<file path="config.mk">
export PLATFORM = sky130hd
export DESIGN_NAME = id_ex_stage
export DESIGN_NICKNAME = d
export VERILOG_FILES = /design/src/rtl/id_ex_stage.sv
export SDC_FILE = /design/constraint.sdc
export NUM_CORES = 1
export LEC_CHECK = 0
export CAP_MARGIN = 20
export CORE_AREA = 3 3 155 157
export CTS_CLUSTER_SIZE = 25
export DETAILED_ROUTE_END_ITERATION = 16
export DIE_AREA = 0 0 158 160
export HOLD_SLACK_MARGIN = 0.15
export PLACE_DENSITY = 0.64
export SLEW_MARGIN = 30
export SYNTH_ARGS = -nofsm -noshare
export SYNTH_HDL_FRONTEND = slang
export SYNTH_SLANG_ARGS = --single-unit
</file>
<file path="constraint.sdc">
create_clock -name clk -period 5.05 [get_ports clk]
set_input_delay 1.01 -clock clk [delete_from_list [all_inputs] [get_ports clk]]
set_output_delay 1.01 -clock clk [all_outputs]
set_load 0.02 [all_outputs]
</file>
<file path="src/rtl/id_ex_stage.sv">
// id_ex_stage: ID/EX pipeline register with load-use stall, forwarding selects and stall counter
module id_ex_stage #(
  parameter int CNT_W = 16
) (
  input  logic             clk,
  input  logic             rst,
  input  logic             id_valid,
  input  logic [31:0]      id_pc,
  input  logic [31:0]      id_qa,
  input  logic [31:0]      id_qb,
  input  logic [31:0]      id_imm32,
  input  logic [31:0]      id_sa32,
  input  logic [4:0]       id_rs,
  input  logic [4:0]       id_rt,
  input  logic [4:0]       id_rd,
  input  logic             id_use_rs,
  input  logic             id_use_rt,
  input  logic             id_wreg,
  input  logic             id_m2reg,
  input  logic             id_wmem,
  input  logic             id_aluimm,
  input  logic             id_shift,
  input  logic             id_regrt,
  input  logic             id_jal,
  input  logic [3:0]       id_aluc,
  input  logic             flush,
  input  logic             mem_wreg,
  input  logic             mem_m2reg,
  input  logic [4:0]       mem_rn,
  output logic             stall,
  output logic             ex_valid,
  output logic [31:0]      ex_pc,
  output logic [31:0]      ex_qa,
  output logic [31:0]      ex_qb,
  output logic [31:0]      ex_imm32,
  output logic [31:0]      ex_sa32,
  output logic [4:0]       ex_rn,
  output logic             ex_wreg,
  output logic             ex_m2reg,
  output logic             ex_wmem,
  output logic             ex_aluimm,
  output logic             ex_shift,
  output logic             ex_jal,
  output logic [3:0]       ex_aluc,
  output logic [1:0]       ex_fwda,
  output logic [1:0]       ex_fwdb,
  output logic [CNT_W-1:0] stall_count
);
  logic [4:0] id_rn;
  logic       ld_hz, ex_alu_wr, ex_ld_wr;
  logic [1:0] fwda, fwdb;
  assign id_rn     = id_jal ? 5'd31 : (id_regrt ? id_rt : id_rd);
  assign ex_alu_wr = ex_valid & ex_wreg & ~ex_m2reg & (ex_rn != 5'd0);
  assign ex_ld_wr  = ex_valid & ex_wreg & ex_m2reg & (ex_rn != 5'd0);
  assign ld_hz     = ex_ld_wr & ((id_use_rs & (id_rs == ex_rn)) | (id_use_rt & (id_rt == ex_rn)));
  assign stall     = id_valid & ld_hz & ~flush & ~rst;
  // the EX-stage producer is younger than MEM, so its value wins
  assign fwda = (id_use_rs & ex_alu_wr & (ex_rn == id_rs)) ? 2'b01 :
                (id_use_rs & mem_wreg & (mem_rn != 5'd0) & (mem_rn == id_rs)) ? 2'b10 : 2'b00;
  assign fwdb = (id_use_rt & ex_alu_wr & (ex_rn == id_rt)) ? 2'b01 :
                (id_use_rt & mem_wreg & (mem_rn != 5'd0) & (mem_rn == id_rt)) ? 2'b10 : 2'b00;
  always_ff @(posedge clk) begin
    if (rst || flush || stall) begin
      ex_valid  <= 1'b0;
      ex_pc     <= '0;
      ex_qa     <= '0;
      ex_qb     <= '0;
      ex_imm32  <= '0;
      ex_sa32   <= '0;
      ex_rn     <= '0;
      ex_wreg   <= 1'b0;
      ex_m2reg  <= 1'b0;
      ex_wmem   <= 1'b0;
      ex_aluimm <= 1'b0;
      ex_shift  <= 1'b0;
      ex_jal    <= 1'b0;
      ex_aluc   <= '0;
      ex_fwda   <= '0;
      ex_fwdb   <= '0;
    end else begin
      ex_valid  <= id_valid;
      ex_pc     <= id_pc;
      ex_qa     <= id_qa;
      ex_qb     <= id_qb;
      ex_imm32  <= id_imm32;
      ex_sa32   <= id_sa32;
      ex_rn     <= id_rn;
      ex_wreg   <= id_valid & id_wreg;
      ex_m2reg  <= id_valid & id_m2reg;
      ex_wmem   <= id_valid & id_wmem;
      ex_aluimm <= id_valid & id_aluimm;
      ex_shift  <= id_valid & id_shift;
      ex_jal    <= id_valid & id_jal;
      ex_aluc   <= id_valid ? id_aluc : 4'd0;
      ex_fwda   <= id_valid ? fwda : 2'b00;
      ex_fwdb   <= id_valid ? fwdb : 2'b00;
    end
  end
  always_ff @(posedge clk) begin
    if (rst) stall_count <= '0;
    else if (stall && stall_count != {CNT_W{1'b1}}) stall_count <= stall_count + 1'b1;
  end
endmodule

</file>
==> results.json, run 1 <==
{
  "worst_skew_pair.late_latency_ps": 430,
  "rows": 55,
  "fin_util_pct": 47.8,
  "grt_pass1_wl_mm": 29.0,
  "cts-root-buf": "clkbuf_16",
  "post_cts_resized": 0,
  "cts_tree": "built",
  "clk_transition_reported_paths_ps": 80,
  "num_vias": 4982,
  "synth_nets": 721,
  "rsz0062_at_grt": "no",
  "io_buffers": 394,
  "crit_fanout": 5,
  "worstHoldStart": "stall_count[15]$_SDFFE_PP0P_",
  "antenna_found_initial": 0,
  "slew_violations": 0,
  "busiest_layer": "met2",
  "hold_viol_final": 0,
  "cp_top_family": "buffers and inverters",
  "clock_tree.buffer_depth": 2,
  "core_mm2": 0.0226,
  "hold_depth": 2,
  "area_delta_synth_final_pct": 80.1,
  "arrival_ps": 3060,
  "synthTopCellsByCount": "dfxtp_1 (196), and2_1 (161), xor2_1 (19)",
  "fillCellCount": 2087,
  "grt_util_met2_pct": 25.2,
  "multi_input_area_mm2": 0.00195,
  "r2r_slack_ps": 2400,
  "yosysMostFrequentCell": "dfxtp_1",
  "leakagePower_nw": 4.17,
  "rr_worst_depth": 8,
  "htreeDepth": 4,
  "gp_congestion": 0.795,
  "hpwlAfterDp_mm": 14.9,
  "start_util_pct": 26.5,
  "use_met1_pct": 16.6,
  "yosys.area.top_type": "dfxtp_1",
  "syn_area_mm2": 0.00601,
  "die_area_mm2": 0.0253,
  "numCtsBuffers": 17,
  "synth-seq-cells": 196,
  "power_density_mw_per_mm2": 312,
  "max_cap_violations": 0,
  "setup_viol": 0,
  "clock_sinks": 196,
  "status": "completed",
  "io_pins": 396,
  "clock.fmax_ghz": 0.246,
  "synth.distinct_cells": 33,
  "syn_avg_cell_area_um2": 11.5,
  "drt_iter0_drc": 243,
  "r2r_end": "ex_pc[0]$_SDFF_PP0_",
  "grt_usage_pct": 15.0,
  "worstMarginPinSlew_ps": 634,
  "synth_edf_count": 0,
  "synthTopCellsByArea": "dfxtp_1 (65%), and2_1 (17%), xor2_1 (2.8%)",
  "grt_max_degree": 166,
  "setup.worst_path.class": "input pin to output port",
  "path_cells": "clkdlybuf4s50_1 > xor2_1 > nor4_1 > and3_1 > o21ai_2 > inv_1 > clkdlybuf4s50_1",
  "register_area_mm2": 0.00392,
  "critical_path.max_stage_delay_ps": 620,
  "grtUsageMet3_pct": 7.21,
  "synth-seq-area-share_pct": 65.3,
  "ant_nets": 0,
  "ys.flop_type": "dfxtp_1",
  "crit_required_ps": 4040,
  "cp_num_buf_inv": 3,
  "die_h_um": 160,
  "post-route-period-util_pct": 80.6,
  "slew_headroom_pct": 57.7,
  "hold_path.class": "register to register",
  "r2r-start": "ex_rn[1]$_SDFF_PP0_",
  "grt_overflow_total": 0,
  "first_pass_iters": 4,
  "drt_wl_total_mm": 19.5,
  "fin_hold_ws_ps": 503,
  "drt-wirelength-per-cell_um": 16.1,
  "grt_pass1_vias": 5088,
  "critPathSlowestCell": "clkdlybuf4s50_1",
  "worstHoldEndpoint": "stall_count[15]$_SDFFE_PP0P_",
  "nets": 1115,
  "total_power_w": 0.00338,
  "cp_common_cell": "clkdlybuf4s50_1",
  "avgViaCountPerCell": 4.11,
  "crit_path_start_kind": "input pin",
  "setup_tns_ps": 0,
  "clock_skew_ps": 17.9,
  "synth_cells": 521,
  "endpoint_kind": "output port",
  "drive_above_1_share_pct": 4.96,
  "drc": 0,
  "ir_drop_mv": 0.215,
  "synth-warning-count": 0,
  "fin_crit_ps": 4070,
  "cts_hold_buf": 0,
  "synth_top_area_share_pct": 65.3,
  "synthArstFlopShare_pct": 0,
  "die_x_um": 158,
  "cts_setup_buffers": 0
}
[cell usage in the layout (no fill, tap or decap), types with 2 or more instances in the layout]
| master | n |
|---|---|
| xor2_1 | 19 |
| clkdlybuf4s50_1 | 394 |
| clkinv_8 | 3 |
| nor3_1 | 2 |
| clkbuf_16 | 17 |
| or3_1 | 4 |
| o211ai_1 | 2 |
| buf_4 | 4 |
| inv_1 | 4 |
| inv_8 | 5 |
| and2_1 | 161 |
| nor2_1 | 7 |
| nor4b_1 | 2 |
| xnor2_1 | 4 |
| nand3_1 | 7 |
| clkinv_4 | 3 |
| nand4_1 | 5 |
| o31ai_1 | 7 |
| mux2_2 | 5 |
| dfxtp_1 | 196 |
| nor4_1 | 5 |
| o21ai_0 | 6 |
| nand2_1 | 9 |
| a21oi_1 | 11 |
| and3_1 | 16 |
| inv_6 | 3 |
| o21a_1 | 5 |
| or4_1 | 10 |
[final cells by class]
type,instances,area share (%)
sequential,196,36.3
multi-input combinational,297,18.0
inverter,4,0.139
clock buffer,17,3.93
antenna,1,0.0231
timing repair buffer,399,36.9
tap,285,3.30
clock inverter,14,1.46
[tightest hold or removal path, cell delays in order, from the launching register on]
cell     delay, ps
dfxtp_1        340
o31ai_1         70
a21oi_1         60
[layer usage]
metal	wire length, um	share of wire, %
met5	0	0
met4	361	1.9
met3	2410	12
met2	9510	49
met1	7230	37
[flip-flops by register name (all words and copies together) (netlist names)]
signal       count
ex_shift         1
stall_count     16
ex_aluimm        1
ex_aluc          4
ex_qa           32
ex_fwda          2
ex_wreg          1
ex_jal           1
ex_sa32         32
ex_pc           32
ex_m2reg         1
ex_qb           32
ex_rn            5
ex_fwdb          2
ex_imm32        32
ex_wmem          1
ex_valid         1
[how the worst max path moves through the flow]
stage | end | from | cells after the start | slack (ps)
final | stall | id_rt[3] | 7 | 980
after global routing | stall | id_rt[3] | 7 | 870
after global placement | stall | id_rt[3] | 7 | 990
after detailed placement | stall | id_rt[3] | 7 | 990
after CTS | stall | id_rt[3] | 7 | 980
after floorplan | stall | rst | 7 | 1920
[metrics by stage]
step,instance area [um^2],setup WS [ps],std cells
after floorplan,6010,1920,521
after global placement,10200,986,1181
after detailed placement,10200,990,1181
after CTS,10800,981,1212
after global routing,10800,865,1212
final,10800,982,1213
[where the power goes]
group	switching (W)	internal, W	total, W	leakage (nW)
Sequential	0.0000181	0.00160	0.00162	1.61
Clock	0.000671	0.000666	0.00134	0.286
Combinational	0.000160	0.000262	0.000422	2.28
[cell families (layout without fill, tap and decap cells)]
group           Yosys count  in the layout  synth area share (%)
mux                       6              6                  1.10
flops                   196            196                  65.3
fa+ha+maj                 1              1                 0.208
simple gates            234            234                  24.2
xor+xnor                 23             23                  3.35
other cells               0              1                     0
compound gates           33             33                  3.46
buf+inv                  28            434                  2.37
No activity file was read; power rests on OpenSTA's default activity.
==> inputs of run 2 (changes only) <==
CORE_AREA = 3 3 154 156   (was 3 3 155 157)
DIE_AREA = 0 0 157 159   (was 0 0 158 160)
clock period = 4.1 ns   (was 5.05 ns; I/O delays follow)
==> results.json, run 2 (synthesis results as in run 1) <==
{
  "die_x_um": 157,
  "antenna_found_initial": 2,
  "grt_pass1_vias": 4833,
  "endpoint_kind": "output port",
  "drt_iter0_drc": 175,
  "io_buffers": 394,
  "drive_above_1_share_pct": 5.06,
  "io_pins": 396,
  "worst_skew_pair.late_latency_ps": 430,
  "setup_tns_ps": 0,
  "htreeDepth": 4,
  "antenna_cells": 0,
  "clk_transition_reported_paths_ps": 80,
  "setup.worst_path.class": "input pin to output port",
  "clock_tree.buffer_depth": 2,
  "register_area_mm2": 0.00392,
  "hold_path.class": "register to register",
  "setup_viol": 0,
  "r2r-start": "ex_rn[1]$_SDFF_PP0_",
  "fillCellCount": 2068,
  "area_delta_synth_final_pct": 80.7,
  "clock_skew_ps": 17.0,
  "clock.fmax_ghz": 0.268,
  "cts_hold_buf": 0,
  "grt_pass1_wl_mm": 28.1,
  "die_h_um": 159,
  "nets": 1116,
  "cts-root-buf": "clkbuf_16",
  "rsz0062_at_grt": "no",
  "leakagePower_nw": 4.19,
  "die_area_mm2": 0.0250,
  "ant_nets": 0,
  "post_cts_resized": 0,
  "ir_drop_mv": 0.263,
  "hold_viol_final": 0,
  "max_cap_violations": 0,
  "cts_tree": "built",
  "crit_fanout": 5,
  "hpwlAfterDp_mm": 14.5,
  "core_mm2": 0.0225,
  "post-route-period-util_pct": 90.8,
  "grt_overflow_total": 0,
  "total_power_w": 0.00420,
  "worstHoldStart": "stall_count[15]$_SDFFE_PP0P_",
  "power_density_mw_per_mm2": 387,
  "cts_setup_buffers": 0,
  "slew_violations": 0,
  "rows": 55,
  "dp.cells": 1182,
  "fin_crit_ps": 3720,
  "cp-startpoint": "id_rt[0]",
  "final_common_cell": "clkdlybuf4s50_1",
  "crit_path_start_kind": "input pin",
  "fin_hold_ws_ps": 517,
  "grt_usage_pct": 14.7,
  "drc": 0,
  "slew_headroom_pct": 71.6,
  "gp_congestion": 0.803,
  "num_vias": 4927,
  "instances_no_fill": 1214,
  "clock_sinks": 196,
  "status": "completed",
  "first_pass_iters": 4,
  "final_cell_mix": "clkdlybuf4s50_1 (394), dfxtp_1 (196), and2_1 (161)",
  "arrival_ps": 2900,
  "multi_input_area_mm2": 0.00195,
  "avgViaCountPerCell": 4.06,
  "start_util_pct": 26.7,
  "layout_setup_ws_ps": 375,
  "drt-wirelength-per-cell_um": 15.5,
  "numCtsBuffers": 17,
  "crit_required_ps": 3280,
  "drt_wl_total_mm": 18.8,
  "place_ws_ps": 409,
  "grt_max_degree": 120,
  "worstMarginPinSlew_ps": 422
}
-- run 2: cell types whose count changed in the layout (fill, tap and decap cells not counted), sizes merged --
cell	before	now
buf	5	6
clkbuf	17	18
clkinv	6	7
diode	1	0
inv	12	11
-- run 2: cell type report --
class | instances | share of cell area [%]
Clock buffer | 18 | 3.95
Multi-Input combinational cell | 297 | 17.9
Sequential cell | 196 | 36.1
Clock inverter | 14 | 1.68
Tap cell | 285 | 3.28
Timing Repair Buffer | 400 | 36.9
Inverter | 4 | 0.138
-- run 2: worst paths after layout --
check / cells after the start / slack, ps / end
worst max-delay path: 7 / 380 / stall
worst min-delay path: 2 / 520 / stall_count[15]$_SDFFE_PP0P_
worst max register to register: 8 / 1580 / ex_qa[10]$_SDFF_PP0_
worst min register to register: 2 / 520 / stall_count[15]$_SDFFE_PP0P_
-- run 2: report_power, final --
part           total, W  internal, W  switching [W]  leakage (nW)
Combinational  0.000517     0.000323       0.000195          2.29
Clock           0.00169     0.000837       0.000854         0.293
Sequential      0.00199      0.00197      0.0000218          1.61
-- run 2: worst max-delay path: stages --
cell and delay, ps:
clkdlybuf4s50_1 480, xor2_1 190, nor4_1 290, and3_1 310
o21ai_2 120, inv_1 70, clkdlybuf4s50_1 630
-- run 2: metal layers --
metal	global-route usage, %	share of wire, %	vias up
met3	7.37	11	16
met4	4.06	1.3	4
met2	24.8	48	242
met1	16.4	39	2183
met5	0	0.10	-
li1	-	-	2482
-- run 2: stage by stage --
step                util (%)  area, um^2
finish                  48.2       10900
global route            48.2       10900
CTS                     48.2       10900
detailed placement      45.5       10200
global placement        45.5       10200
floorplan                  -        6010
